[src/rtl/icache_pkg.sv]
// Shared types and address-split helpers for the direct-mapped instruction cache.
//   state_t         refill controller states
//   ofs_bits()      byte-offset width (word select + byte-in-word bits)
//   idx_bits()      line-index width
//   DEF_*           default geometry and the field widths derived from it
package icache_pkg;

    typedef enum logic [0:0] {
        S_IDLE  = 1'b0,
        S_FETCH = 1'b1
    } state_t;

    function automatic int ofs_bits(input int line_words);
        return $clog2(line_words) + 2;
    endfunction

    function automatic int idx_bits(input int lines);
        return $clog2(lines);
    endfunction

    localparam int DEF_LINES      = 8;
    localparam int DEF_LINE_WORDS = 4;
    localparam int DEF_ADDR_W     = 32;
    localparam int DEF_OFS_W      = ofs_bits(DEF_LINE_WORDS);
    localparam int DEF_IDX_W      = idx_bits(DEF_LINES);
    localparam int DEF_TAG_W      = DEF_ADDR_W - DEF_OFS_W - DEF_IDX_W;

endpackage

[src/rtl/icache_line_store.sv]
// Tag and data arrays of the instruction cache. Neither array is reset; the
// valid bits in the top level decide whether their contents mean anything.
//   clk          clock
//   wr_en        write a whole line (tag + all words) at wr_idx
//   wr_idx       line index to write
//   wr_tag       tag to store
//   wr_line      line data, word 0 in bits [31:0]
//   rd_idx       line index to read (combinational)
//   rd_word_sel  word within the line to read
//   rd_tag       stored tag at rd_idx
//   rd_word      selected 32-bit word at rd_idx
module icache_line_store #(
    parameter int LINES      = 8,
    parameter int LINE_WORDS = 4,
    parameter int IDX_W      = 3,
    parameter int TAG_W      = 25,
    parameter int WSEL_W     = 2
) (
    input  logic                      clk,
    input  logic                      wr_en,
    input  logic [IDX_W-1:0]          wr_idx,
    input  logic [TAG_W-1:0]          wr_tag,
    input  logic [32*LINE_WORDS-1:0]  wr_line,
    input  logic [IDX_W-1:0]          rd_idx,
    input  logic [WSEL_W-1:0]         rd_word_sel,
    output logic [TAG_W-1:0]          rd_tag,
    output logic [31:0]               rd_word
);

    logic [TAG_W-1:0]         tag_q  [LINES];
    logic [TAG_W-1:0]         tag_d  [LINES];
    logic [32*LINE_WORDS-1:0] data_q [LINES];
    logic [32*LINE_WORDS-1:0] data_d [LINES];

    always_comb begin
        tag_d  = tag_q;
        data_d = data_q;
        if (wr_en) begin
            tag_d[wr_idx]  = wr_tag;
            data_d[wr_idx] = wr_line;
        end
    end

    always_ff @(posedge clk) begin
        tag_q  <= tag_d;
        data_q <= data_d;
    end

    assign rd_tag  = tag_q[rd_idx];
    assign rd_word = data_q[rd_idx][{rd_word_sel, 5'd0} +: 32];

endmodule

[src/rtl/icache_direct_mapped.sv]
// Direct-mapped read-only instruction cache in front of a line-wide memory.
// Hits return the instruction combinationally; a miss stalls the core, fetches
// one whole line over a req/ready handshake and then replays as a hit.
//   clk, rst_n   clock (rising edge), asynchronous active-low reset
//   proc_read    fetch request valid
//   proc_addr    byte fetch address, bits [1:0] ignored
//   proc_rdata   instruction, valid when proc_read & !proc_stall
//   proc_stall   core must hold its PC
//   inv_all      invalidate every line
//   mem_read     registered line-refill request
//   mem_addr     registered line-aligned refill address
//   mem_rdata    refill line, word 0 in bits [31:0]
//   mem_ready    one-cycle pulse completing the refill
//
// state   | meaning
// --------+-----------------------------------------------------------
// S_IDLE  | lookups served; a miss registers the refill request
// S_FETCH | mem_read held with stable mem_addr until mem_ready
module icache_direct_mapped
    import icache_pkg::*;
#(
    parameter int LINES      = DEF_LINES,
    parameter int LINE_WORDS = DEF_LINE_WORDS,
    parameter int ADDR_W     = DEF_ADDR_W
) (
    input  logic                      clk,
    input  logic                      rst_n,
    input  logic                      proc_read,
    input  logic [ADDR_W-1:0]         proc_addr,
    output logic [31:0]               proc_rdata,
    output logic                      proc_stall,
    input  logic                      inv_all,
    output logic                      mem_read,
    output logic [ADDR_W-1:0]         mem_addr,
    input  logic [32*LINE_WORDS-1:0]  mem_rdata,
    input  logic                      mem_ready
);

    localparam int OFS    = ofs_bits(LINE_WORDS);
    localparam int IDX    = idx_bits(LINES);
    localparam int TAG    = ADDR_W - OFS - IDX;
    localparam int WSEL_W = OFS - 2;

    state_t              state_q, state_d;
    logic [LINES-1:0]    valid_q, valid_d;
    logic                mem_read_q, mem_read_d;
    logic [ADDR_W-1:0]   mem_addr_q, mem_addr_d;

    logic [IDX-1:0]      req_idx, fill_idx;
    logic [TAG-1:0]      req_tag, fill_tag, stored_tag;
    logic [WSEL_W-1:0]   req_word;
    logic                hit;
    logic                fill_we;
    logic                unused_byte_bits;

    assign req_word = proc_addr[OFS-1:2];
    assign req_idx  = proc_addr[OFS+IDX-1:OFS];
    assign req_tag  = proc_addr[ADDR_W-1:OFS+IDX];
    assign fill_idx = mem_addr_q[OFS+IDX-1:OFS];
    assign fill_tag = mem_addr_q[ADDR_W-1:OFS+IDX];

    assign unused_byte_bits = ^proc_addr[1:0];

    icache_line_store #(
        .LINES      (LINES),
        .LINE_WORDS (LINE_WORDS),
        .IDX_W      (IDX),
        .TAG_W      (TAG),
        .WSEL_W     (WSEL_W)
    ) u_store (
        .clk         (clk),
        .wr_en       (fill_we),
        .wr_idx      (fill_idx),
        .wr_tag      (fill_tag),
        .wr_line     (mem_rdata),
        .rd_idx      (req_idx),
        .rd_word_sel (req_word),
        .rd_tag      (stored_tag),
        .rd_word     (proc_rdata)
    );

    // A flush in the same cycle forces the lookup to miss even though the
    // valid bit is only cleared at the coming edge.
    assign hit        = proc_read & ~inv_all & valid_q[req_idx] & (stored_tag == req_tag);
    assign proc_stall = (state_q != S_IDLE) | (proc_read & ~hit);

    assign mem_read = mem_read_q;
    assign mem_addr = mem_addr_q;

    always_comb begin
        state_d    = state_q;
        valid_d    = valid_q;
        mem_read_d = mem_read_q;
        mem_addr_d = mem_addr_q;
        fill_we    = 1'b0;

        unique case (state_q)
            S_IDLE: begin
                if (inv_all) begin
                    valid_d = '0;
                end
                // A miss seen together with a flush waits one cycle before refilling.
                if (proc_read && !hit && !inv_all) begin
                    state_d    = S_FETCH;
                    mem_read_d = 1'b1;
                    mem_addr_d = {proc_addr[ADDR_W-1:OFS], {OFS{1'b0}}};
                end
            end
            S_FETCH: begin
                if (inv_all) begin
                    valid_d = '0;
                end
                // The in-flight line still lands valid even when a flush coincides.
                if (mem_ready) begin
                    fill_we           = 1'b1;
                    valid_d[fill_idx] = 1'b1;
                    state_d           = S_IDLE;
                    mem_read_d        = 1'b0;
                end
            end
            default: begin
                state_d    = S_IDLE;
                mem_read_d = 1'b0;
            end
        endcase
    end

    always_ff @(posedge clk or negedge rst_n) begin
        if (!rst_n) begin
            state_q    <= S_IDLE;
            valid_q    <= '0;
            mem_read_q <= 1'b0;
            mem_addr_q <= '0;
        end else begin
            state_q    <= state_d;
            valid_q    <= valid_d;
            mem_read_q <= mem_read_d;
            mem_addr_q <= mem_addr_d;
        end
    end

endmodule

[config.mk]
export PLATFORM = sky130hd
export DESIGN_NAME = icache_direct_mapped
export DESIGN_NICKNAME = d
export VERILOG_FILES = /design/src/rtl/icache_pkg.sv /design/src/rtl/icache_line_store.sv /design/src/rtl/icache_direct_mapped.sv
export SDC_FILE = /design/constraint.sdc
export NUM_CORES = 1
export LEC_CHECK = 0
export CORE_ASPECT_RATIO = 1.5
export CORE_MARGIN = 3
export CORE_UTILIZATION = 55
export CTS_BUF_LIST = sky130_fd_sc_hd__clkbuf_8
export DETAILED_ROUTE_END_ITERATION = 12
export PLACE_DENSITY = 0.74
export REMOVE_ABC_BUFFERS = 1
export SLEW_MARGIN = 20
export SYNTH_ARGS = -nofsm -noshare
export SYNTH_HDL_FRONTEND = slang
export SYNTH_SLANG_ARGS = --single-unit
export TNS_END_PERCENT = 5
[constraint.sdc]
create_clock -name clk -period 15 [get_ports clk]
set_input_delay 3 -clock clk [delete_from_list [all_inputs] [get_ports clk]]
set_output_delay 3 -clock clk [all_outputs]
set_load 0.05 [all_outputs]
# Word-level counts from Yosys, hierarchy flattened

Index checks and enable logic that the tools add are counted.

Register bits after elaboration: 1,262
Output and inout bits: 66
Logic and storage cells: 77
Input port bits: 165

Muxes and demuxes: 28
Equality and inequality tests: 3
Shifts and indexed selects: 1
Bitwise gates (word level): 11
Reductions and logical operators: 8
$lt $le $gt $ge: 6

Operators with widths:

| operator           | count |
|---|---|
| $bwmux 1024        | 1 |
| $bmux 128 s3       | 1 |
| $demux 128 s3      | 1 |
| $mux 128           | 3 |
| $bwmux 200         | 1 |
| $shiftx 128x8->32  | 1 |
| $bmux 25 s3        | 1 |
| $demux 25 s3       | 1 |
| $mux 25            | 3 |
| $eq 25x25->1       | 1 |
| $mux 8             | 3 |
| $pmux 8 s2         | 1 |
| $ge 4x4->1 const B | 2 |
| $lt 3x4->1 const B | 2 |
| $mux 1             | 8 |
| $not 3->4          | 2 |
| $or 8x8->8         | 1 |
| $and 1x1->1        | 4 |
| $logic_and 1x1->1  | 4 |
| $lt 4x1->1 const B | 1 |
| $ne 2x2->1 const B | 2 |
| $pmux 1 s2         | 2 |
| $reduce_and 2->1   | 2 |
| $bmux 1 s3         | 1 |
| other kinds (5)    | 8 |

# Logic depth before layout (Yosys ltp)

Depth in word-level cells: 11
Mapped depth: 12
Depth with buffers taken out: 8

# Hierarchy

A second synthesis with hierarchy kept.

Cells, all modules: 2,731
Area total of the unflattened synthesis: 49,577.5 sq um

Modules (own cells, without submodules):

| module               | sequential area each (sq um) | times used | cells an instance | area an instance (sq um) |
|---|---|---|---|---|
| icache_line_store    | 36,755.3                     | 1          | 2,485             | 47,361.7 |
| icache_direct_mapped | 950.9                        | 1          | 246               | 2,215.9 |

# Worst setup path after synthesis

Ideal clock, no wire load.

Path type: input-to-reg
From: input mem_ready
To: register u_store.data_q[1000] (netlist bit) (enable)
Cell stages on the path: 3
Setup time: 855 ps
Data required time: 14,145 ps
Slack: 428 ps
Buffers on the path: 0
Data arrival time: 13,717 ps
Cells stage by stage: nand2_1 or2_2 nor3_1

Longest elaborated chain between the ends: 2

RTL lines:

| what                 | RTL line                    | source |
|---|---|---|
| from (decl)          | icache_direct_mapped.sv:36  | `input logic mem_ready` |
| $mux 1               | icache_direct_mapped.sv:114 | `if (mem_ready) begin` |
| $mux 1               | icache_direct_mapped.sv:97  | `unique case (state_q)` |
| to (signal assigned) | icache_line_store.sv:46     | `data_q <= data_d;` |
| to (decl)            | icache_line_store.sv:32     | `logic [32*LINE_WORDS-1:0] data_q [LINES];` |

Every way passes these cells.
A chain may end at the register's enable or synchronous reset.

# Final worst setup path

From: input proc_addr[4]
To: output proc_stall

Longest elaborated chain between the ends: 9
Elaborated cells on any way between the ends: 12
Those cells by class: eq/ne (1); mux (5); bitwise (6)

RTL lines:

| what                                        | RTL line                   | source |
|---|---|---|
| from (decl)                                 | icache_direct_mapped.sv:29 | `input logic [ADDR_W-1:0] proc_addr,` |
| $not 3->4 (not written as such)             | icache_line_store.sv:49    | `assign rd_tag = tag_q[rd_idx];` |
| $bmux 25 s3                                 | icache_line_store.sv:49    |  |
| $mux 25 (not written as such) (2 in series) | icache_line_store.sv:49    |  |
| $eq 25x25->1                                | icache_direct_mapped.sv:84 | `assign hit = proc_read & ~inv_all & valid_q[req_idx] & (stored_tag == req_tag);` |
| $and 1x1->1 *                               | icache_direct_mapped.sv:84 |  |
| $not 1->1 *                                 | icache_direct_mapped.sv:85 | `assign proc_stall = (state_q != S_IDLE) \| (proc_read & ~hit);` |
| $and 1x1->1 *                               | icache_direct_mapped.sv:85 |  |
| $or 1x1->1 *                                | icache_direct_mapped.sv:85 |  |
| to (decl)                                   | icache_direct_mapped.sv:31 | `output logic proc_stall,` |

Mark *: on every way between the ends. The rest lies on a longest branch, timed or not. The select of a mux whose other input is x is not followed.

==> run_results.csv <==
group,metric,value,unit
timing,fin_tns_setup,0,ps
synthesis,ys_ff_latch,1262,
floorplan,start_util,55.68,%
finish,multi_input_area,10040,um2
synthesis,synth_edf_count,1224,
synthesis,ys_warn_count,0,
grt,antenna_found_initial,13,
synthesis,yosysUniqueCellTypes,41,
timing,setup_viol,0,
worst_setup_path,cp_top_family,"buffers and inverters",
placed_design,dp_slack,4758,ps
floorplan,rows,132,
clocking,cts_resized,0,
worst_setup_path,reg2reg_slack,11340,ps
timing,layout_min_cycle_time,10130,ps
min_path,holdPathStages,1,
routing,vias,21470,
job,maxCapViolCount,0,
timing,worstMarginPinSlew,1131,ps
grt,gr-usage-all-layers,22.20,%
placed_design,placed_cells,3256,
grt,grt_pass1_vias,23590,
clocking,cts.clk_slew.worst_paths,60,ps
worst_setup_path,required,12000,ps
floorplan,fp.coreArea,86540,um2
min_path,hold_class,"reg -> reg",
clocking,postCtsHoldBufs,0,
clocking,ctsLongestPathBuffers,3,
finish,n_fill_cell,5638,
grt,met2_usage,36.30,%
clocking,cts_setup_buffers,0,
power,ir_drop,0.00009479,V
synthesis,synthTopCellsByArea,"edfxtp_1 (76%), mux4_2 (16%), dfrtp_1 (2.0%), mux2i_1 (1.4%), mux2_2 (0.75%)",
worst_setup_path,r2r-end,"mem_addr[25]$_DFFE_PN0P_",
worst_setup_path,startpoint_type,"input port",
worst_setup_path,worstPathMaxFanout,46,
timing,grt_setup_unrepaired,"no",
synthesis,syn_area,48190,um2
grt,met1_usage,30.15,%
synthesis,synth_ff_type,"edfxtp_1",
timing,slew_viol_final,0,
synthesis,syn_avg_cell_area,24.65,um2
finish,final_common_cell,"edfxtp_1",
floorplan,die_h,368.5,um
routing,routedWlPerCell,27.21,um
routing,first_pass_iters,5,
outcome,status,"completed",
synthesis,netlist_instances,1955,
timing,fmax,0.09871,GHz
timing,fin_crit_sh,67.54,%
worst_setup_path,worst_ep_arrival_time,7130,ps
routing,drc,0,
finish,layout_common_cells,"edfxtp_1 (1224), mux4_2 (334), clkdlybuf4s50_1 (218)",
timing,finalHoldViolCount,0,
placed_design,gp_congestion,0.7452,
finish,fin_nets,2457,
timing,slew_headroom,24.58,%
routing,first_iter_violations,1826,
routing,via_per_inst,6.002,
worst_setup_path,critPathMostFrequentCell,"buf_4",
worst_setup_path,path_cells,"buf_8 -> buf_4 -> buf_4 -> mux4_2 -> mux2i_1 -> a21oi_1 -> nand4_1 -> or4_1 -> o21ai_0 -> nand2_1 -> clkdlybuf4s50_1",
clocking,cts-htree-levels,4,
grt,use_met3,5.559,%
min_path,holdPathEnd,"valid_q[2]$_DFF_PN0_",
finish,seq_area,37710,um2
worst_setup_path,timing.rr.start,"u_store.tag_q[136]$_DFFE_PP_",
floorplan,die-area,91280,um2
finish,drive_gt1_share,27.58,%
synthesis,async_flop_share,3.011,%
finish,syn_to_final_growth,14.42,%
grt,overflow,0,
synthesis,synth_top_area_cell,"edfxtp_1",
timing,worst_slack,4869,ps
min_path,hold_path.startpoint,"valid_q[2]$_DFF_PN0_",
grt,busiest_layer,"met2",
clocking,clk-insertion-delay-late,830,ps
worst_setup_path,critical_path_buf_inv_count,4,
finish,fin_util,63.71,%
power,power_density,130.2,nW/um2
worst_setup_path,endpoint_kind,"output port",
finish,stdcell_count,3578,
clocking,numCtsBuffers,173,
worst_setup_path,crit_path_max_incr_delay,830,ps
synthesis,synth.top_cell.area_share,76.27,%
placed_design,port_buffers,224,
placed_design,dp_hpwl,52240,um
routing,routed_wl,97350,um
clocking,cts.sinks,1262,
power,finalPower,7.180,mW
worst_setup_path,ff2ff_path_depth,9,
worst_setup_path,worstSetupPathType,"in -> out",
grt,grt_pass1_wl,147700,um
floorplan,io_pins,231,
clocking,root_buffer,"clkbuf_8",
worst_setup_path,cp_slowest_cell,"buf_4",
synthesis,synth_seq_area_share,78.24,%
floorplan,die_w,247.7,um
routing,ant_nets,0,
power,p_leak,17.80,nW
clocking,cts_tree,"done",
timing,skew,21.76,ps
grt,grt_max_degree,129,
## area by class of cell
cell class	count	share of cell area (%)
Sequential cell	1262	68.39
Multi-Input combinational cell	591	18.22
Clock buffer	189	4.718
Timing Repair Buffer	262	4.702
Tap cell	1139	2.585
Clock inverter	123	1.332
Antenna cell	10	0.04539
Inverter	2	0.01362
## worst max path at each step
stage	cells after the start	slack (ps)	to	start
final	11	4870	proc_stall	proc_addr[4]
after global routing	11	4480	proc_stall	proc_addr[4]
after CTS	11	4730	proc_stall	proc_addr[4]
after detailed placement	11	4760	proc_stall	proc_addr[4]
after global placement	11	4770	proc_stall	proc_addr[4]
after floorplan	3	430	u_store.data_q[1000]$_DFFE_PP_	mem_ready
## Yosys cell counts, types with 5 or more instances
library cell,count
a21o_1,8
mux2_2,32
xnor2_1,9
buf_1,26
a22o_1,12
mux4_2,334
a22oi_1,6
a221oi_1,12
mux2_1,8
edfxtp_1,1224
clkbuf_1,48
buf_2,13
mux2i_1,66
xor2_1,15
nand2_1,18
buf_6,5
buf_4,8
mux2_4,20
nor2_1,9
nand2b_1,7
dfrtp_1,38
mux4_1,8
## state kept, by name, indices dropped and copies added, names as in the netlist
register	cells
mem_read	1
valid_q	8
u_store.data_q	1024
state_q	1
mem_addr	28
u_store.tag_q	200
## layer usage
layer	part of all wire (%)	wire length [um]
met1	40	39000
met2	51	50010
met3	6.5	6336
met4	2.0	1957
met5	0.056	55
## power breakdown
group          switching, mW  internal [mW]  leakage, nW  total, mW
combinational          0.353          0.254         4.44      0.607
clock                   1.21           1.30         1.86       2.50
sequential            0.0609           4.01         11.5       4.07
## logic make-up after synthesis
logic type                share of synthesized area [%]
buffers and inverters                             1.067
xor gates and xnor gates                         0.4362
AOI/OAI and AO/OA                                0.7270
other                                          0.007782
DFF                                               78.24
and+or+nand+nor                                  0.5426
muxes                                             18.97
## through the flow
stage          area [um2]  hold WS, ps
3_3_place_gp        51770        455.4
4_1_cts             55110        480.8
5_1_grt             55120        501.4
6_report            55140        483.6
2_1_floorplan       47690        444.4
3_5_place_dp        51770        466.9
(Power assumes the default switching activity.)
